`config.mk`:
```
export PLATFORM = sky130hd
export DESIGN_NAME = gpr_wb_ctrl
export DESIGN_NICKNAME = d
export VERILOG_FILES = /design/src/rtl/gpr_pkg.sv /design/src/rtl/wb_fifo.sv /design/src/rtl/gpr_wb_ctrl.sv
export SDC_FILE = /design/constraint.sdc
export NUM_CORES = 1
export LEC_CHECK = 0
export BUFFER_PORTS_ARGS = -buffer_cell sky130_fd_sc_hd__buf_4
export CAP_MARGIN = 20
export CORE_MARGIN = 2
export CORE_UTILIZATION = 53
export CTS_CLUSTER_DIAMETER = 30
export DETAILED_ROUTE_END_ITERATION = 10
export GPL_TIMING_DRIVEN = 0
export PLACE_DENSITY = 0.94
export SYNTH_ARGS = -nofsm -noshare
export SYNTH_HDL_FRONTEND = slang
export SYNTH_HIERARCHICAL = 1
export SYNTH_SLANG_ARGS = --single-unit
```
`constraint.sdc`:
```
create_clock -name clk -period 3.09 [get_ports clk]
set_input_delay 0.1545 -clock clk [delete_from_list [all_inputs] [get_ports clk]]
set_output_delay 0.1545 -clock clk [all_outputs]
set_load 0.01 [all_outputs]
```
`src/rtl/gpr_pkg.sv`:
```
// gpr_pkg: shared widths and writeback queue entry type for the GPR writeback path.
package gpr_pkg;

    localparam int XLEN       = 32;
    localparam int REG_ADDR_W = 5;

    typedef struct packed {
        logic [REG_ADDR_W-1:0] rd;
        logic [XLEN-1:0]       data;
    } wb_entry_t;

endpackage

```
`src/rtl/wb_fifo.sv`:
```
// wb_fifo: circular writeback queue; exposes every slot in age order (oldest first) for bypass.
module wb_fifo
    import gpr_pkg::*;
#(
    parameter int DEPTH = 2
) (
    input  logic                  clk,
    input  logic                  rst,
    input  logic                  push,
    input  logic                  pop,
    input  wb_entry_t             din,
    output wb_entry_t             dout,
    output logic                  full,
    output logic                  empty,
    output wb_entry_t [DEPTH-1:0] ents,
    output logic [DEPTH-1:0]      vld
);

    localparam int AW = $clog2(DEPTH);

    logic [AW-1:0]         head_q, head_d, tail_q, tail_d;
    logic [AW:0]           count_q, count_d;
    wb_entry_t [DEPTH-1:0] mem_q, mem_d;
    logic                  do_push, do_pop;

    always_comb begin
        full    = count_q == (AW+1)'(DEPTH);
        empty   = count_q == '0;
        do_push = push && !full;
        do_pop  = pop && !empty;
        head_d  = head_q + AW'(do_pop);
        tail_d  = tail_q + AW'(do_push);
        count_d = count_q + (AW+1)'(do_push) - (AW+1)'(do_pop);
        mem_d   = mem_q;
        mem_d[tail_q] = do_push ? din : mem_q[tail_q];
        dout    = mem_q[head_q];
        // Slot k of the view is the k-th oldest entry; pointer sum wraps modulo DEPTH.
        for (int k = 0; k < DEPTH; k++) begin
            ents[k] = mem_q[head_q + AW'(k)];
            vld[k]  = (AW+1)'(k) < count_q;
        end
    end

    always_ff @(posedge clk) begin
        if (rst) begin
            head_q  <= '0;
            tail_q  <= '0;
            count_q <= '0;
        end else begin
            head_q  <= head_d;
            tail_q  <= tail_d;
            count_q <= count_d;
        end
        mem_q <= mem_d;
    end

endmodule

```
`src/rtl/gpr_wb_ctrl.sv`:
```
// gpr_wb_ctrl: queues register writebacks, drains them in order, and bypasses queued data to operands.
module gpr_wb_ctrl
    import gpr_pkg::*;
#(
    parameter int DEPTH = 2
) (
    input  logic                  clk,
    input  logic                  rst,
    input  logic                  wb_valid,
    output logic                  wb_ready,
    input  logic [REG_ADDR_W-1:0] wb_rd,
    input  logic [XLEN-1:0]       wb_data,
    input  logic                  gpr_wr_en,
    output logic                  gpr_we,
    output logic [REG_ADDR_W-1:0] gpr_rd,
    output logic [XLEN-1:0]       gpr_di,
    input  logic [REG_ADDR_W-1:0] rs1,
    input  logic [REG_ADDR_W-1:0] rs2,
    input  logic [XLEN-1:0]       gpr_qa,
    input  logic [XLEN-1:0]       gpr_qb,
    output logic [XLEN-1:0]       op_a,
    output logic [XLEN-1:0]       op_b,
    output logic                  pending
);

    logic                  rst_dly_q, rst_dly_d;
    logic                  push, full, empty;
    wb_entry_t             din, head;
    wb_entry_t [DEPTH-1:0] ents;
    logic [DEPTH-1:0]      vld;

    wb_fifo #(.DEPTH(DEPTH)) u_fifo (
        .clk   (clk),
        .rst   (rst),
        .push  (push),
        .pop   (gpr_we),
        .din   (din),
        .dout  (head),
        .full  (full),
        .empty (empty),
        .ents  (ents),
        .vld   (vld)
    );

    always_comb begin
        rst_dly_d = rst;
        wb_ready  = !full && !rst && !rst_dly_q;
        push      = wb_valid && wb_ready && (wb_rd != '0);
        din       = '{rd: wb_rd, data: wb_data};
        gpr_we    = !empty && gpr_wr_en && !rst;
        gpr_rd    = head.rd;
        gpr_di    = head.data;
        pending   = !empty && !rst;
        op_a      = gpr_qa;
        op_b      = gpr_qb;
        // Walk oldest to youngest so the last match (youngest) wins.
        for (int k = 0; k < DEPTH; k++) begin
            op_a = (!rst && vld[k] && ents[k].rd == rs1) ? ents[k].data : op_a;
            op_b = (!rst && vld[k] && ents[k].rd == rs2) ? ents[k].data : op_b;
        end
        op_a = (rs1 == '0) ? '0 : op_a;
        op_b = (rs2 == '0) ? '0 : op_b;
    end

    always_ff @(posedge clk) begin
        rst_dly_q <= rst_dly_d;
    end

endmodule

```
==> flow_summary_export.csv <==
group,metric,value,unit
clock_network,cts_tree,"built",
timing,report.final.hold_viol_count,0,
placed_design,port-buffer-count,218,
pwr,finalPower,4312,uW
timing,totalNegativeSetupSlack,0,ns
timing,fin_crit,3.042,ns
floorplan,dieArea,0.01448,mm^2
finish,layout.cells.most_common_list,"buf_4 (278), mux2_2 (110), edfxtp_1 (74), nor3_1 (67), nand3_1 (65)",
floorplan,core,0.01324,mm^2
global_route,grtUsageMet3,6.745,%
detailed_routing,drtIter0Drc,628,
synth,synth_top_area_share,30.98,%
synth,synth_xor_area_share,2.687,%
detailed_routing,num_vias,6773,
timing,period_share,98.43,%
synth,yosysWarningCount,6,
clock_network,clk_latency,0.34,ns
critical_path,worstPathMaxFanout,10,
synth,synth_area_leader_cell,"edfxtp_1",
timing,slew_violations,0,
critical_path,crit_path_end_kind,"primary output",
synth,synthSimpleGateAreaFrac,11.64,%
synth,async_flop_share,0,%
floorplan,start_util,54.16,%
global_route,grt_use_met1,39.84,%
global_route,first_global_vias,6665,
synth,synth_compound_area_share,17.86,%
floorplan,io_pins,219,
hold_path,min_path_type,"input pin to flop",
detailed_routing,avgViaCountPerCell,6.312,
timing,holdWs,0.1291,ns
clock_network,cts_buffers,9,
critical_path,cp.required,2.94,ns
finish,nets,1009,
global_route,grt_util_all_layers,31.80,%
synth,ys_ff_latch,79,
finish,stdcell_count,1073,
global_route,grt_max_degree,40,
synth,muxShareOfSynthArea,25.23,%
clock_network,clk_pin_slew,0.06,ns
synth,synthDistinctLibCells,31,
floorplan,fp-row-count,42,
detailed_routing,wl_per_cell,22.25,um
synth,syn-num-nets,775,
synth,synth-edff-count,74,
pwr,p_per_area,453.3,mW/mm^2
synth,yosysSeqAreaShare,32.38,%
clock_network,htreeDepth,3,
detailed_routing,dr.pass1.iters,6,
placed_design,dp.cells,1053,
global_route,gr-total-overflow,0,
timing,setup_viol,0,
timing,rsz0062_at_grt,"yes",
synth,synthFlopType,"edfxtp_1",
global_route,met2_usage,53.34,%
finish,diodes,0,
timing,skew,0.005537,ns
detailed_routing,totalWireLength,23.87,mm
synth,synth_area_leaders,"edfxtp_1 (31%), mux2_2 (17%), a311oi_2 (13%)",
finish,final_common_cell,"buf_4",
pwr,leakagePower,0.003651,uW
flow_run,maxCapViolations,0,
clock_network,cts.sinks,79,
finish,fillCellCount,985,
synth,postSynthAreaPerCell,10.90,um^2
clock_network,cts_max_path_buffers,2,
critical_path,cp_data_arrival_time,2.89,ns
detailed_routing,route.detailed.drc,0,
timing,fmax,0.3288,GHz
floorplan,die_y,120.3,um
clock_network,cts_root_buffer,"clkbuf_16",
placed_design,dpl.hpwl,17.24,mm
outcome,status,"completed",
detailed_routing,antenna_left,0,
synth,synth_fa_ha_area_share,0.3489,%
timing,slew_headroom,36.18,%
global_route,antenna_found_initial,0,
synth,syn-instance-count,658,
critical_path,start_kind,"flop",
pwr,ir_drop,325.5,uV
global_route,grt.busiest_layer,"met2",
floorplan,dieWidth,120.3,um
global_route,grt_pass1_wl,35.50,mm
placed_design,gp_congestion,0.8852,
synth,synth_top_family_by_area,"multiplexers",
finish,drive_gt1_share,61.54,%
critical_path,crit_type,"flop to primary output",
synth,synth_area,0.007172,mm^2
finish,syn_to_final_growth,32.62,%
timing,tightest_slew,0.9559,ns
==> kinds of logic after synthesis <==
| logic type | after synthesis |
|---|---|
| DFF | 79 |
| AOI/OAI and AO/OA | 132 |
| muxes | 148 |
| adders and majority gates | 2 |
| and+or+nand+nor | 163 |
| buffers and inverters | 112 |
| xor gates and xnor gates | 22 |
==> state kept, by name, summed over array words and instances (netlist names) <==
name	count
u_fifo/mem_q	74
rst_dly_q	1
u_fifo/count_q	2
u_fifo/tail_q	1
u_fifo/head_q	1
==> worst max-delay path, stage by stage (launching register included) <==
cell      delay, ns
dfxtp_2        0.36
buf_6          0.17
mux2_2         0.37
buf_4          0.15
xnor2_1        0.22
and4_1         0.22
clkbuf_2       0.17
clkbuf_4       0.25
nand3_1        0.11
a311oi_2       0.33
buf_4          0.18
==> Yosys cell counts, types with 3 or more instances <==
| cell | instances |
|---|---|
| edfxtp_1 | 74 |
| buf_6 | 11 |
| nor2_1 | 6 |
| a311oi_1 | 4 |
| and2_1 | 4 |
| nor2b_1 | 3 |
| inv_1 | 4 |
| buf_2 | 26 |
| nand4_1 | 4 |
| o21ai_0 | 64 |
| dfxtp_1 | 5 |
| nand2_1 | 6 |
| clkbuf_1 | 24 |
| a311oi_2 | 60 |
| mux2_4 | 38 |
| mux2_2 | 110 |
| xnor2_1 | 21 |
| nor3_1 | 67 |
| nand3_1 | 65 |
| buf_4 | 45 |
==> where the power goes <==
group | total, uW | internal [uW] | switching, uW
clock network | 1040 | 594 | 448
logic | 1740 | 979 | 765
registers | 1530 | 1410 | 115
total | 4310 | 2980 | 1330
==> final timing paths <==
path | start | end | slack, ns | cells after the start
worst max-delay path | u_fifo/head_q | op_b[22] | 0.05 | 10
worst min-delay path | wb_data[27] | u_fifo/mem_q[27] | 0.13 | 2
worst max register to register | u_fifo/count_q[0] | u_fifo/count_q[1] | 0.37 | 14
worst min register to register | u_fifo/count_q[1] | u_fifo/count_q[1] | 0.57 | 2
==> final cells by class <==
type / count / area, um^2 / area share (%)
Sequential cell: 79 / 2325 / 24.44
Inverter: 4 / 15.01 / 0.1579
Tap cell: 176 / 220.2 / 2.315
Clock inverter: 6 / 42.54 / 0.4473
Timing Repair Buffer: 228 / 1727 / 18.15
Clock buffer: 10 / 250.2 / 2.631
Buffer: 103 / 744.5 / 7.827
Multi-Input combinational cell: 467 / 4188 / 44.03
==> through the flow <==
stage | setup slack [ns] | util [%] | area, um^2
after floorplan | 0.6098 | - | 7172
after global placement | -0.3481 | 68.18 | 9029
after detailed placement | -0.1319 | 68.34 | 9050
after CTS | 0.002152 | 71.32 | 9445
after global routing | -0.07703 | 71.83 | 9512
final | 0.04843 | 71.83 | 9512
==> what timing repair did <==
action	in CTS	in global routing
pin swaps	2	5
hold buffers	1	0
cloned	0	0
hold endpoints to repair	1	0
resized for setup	18	26
buffers inserted	5	3
setup endpoints to repair	64	63
==> metal layers <==
metal | wire, um | up-vias
met3 | 2088 | 73
met5 | 0 | -
met2 | 11590 | 430
met1 | 9450 | 3283
li1 | - | 2987
met4 | 740 | 0
Power figures use the tool's default switching activity.
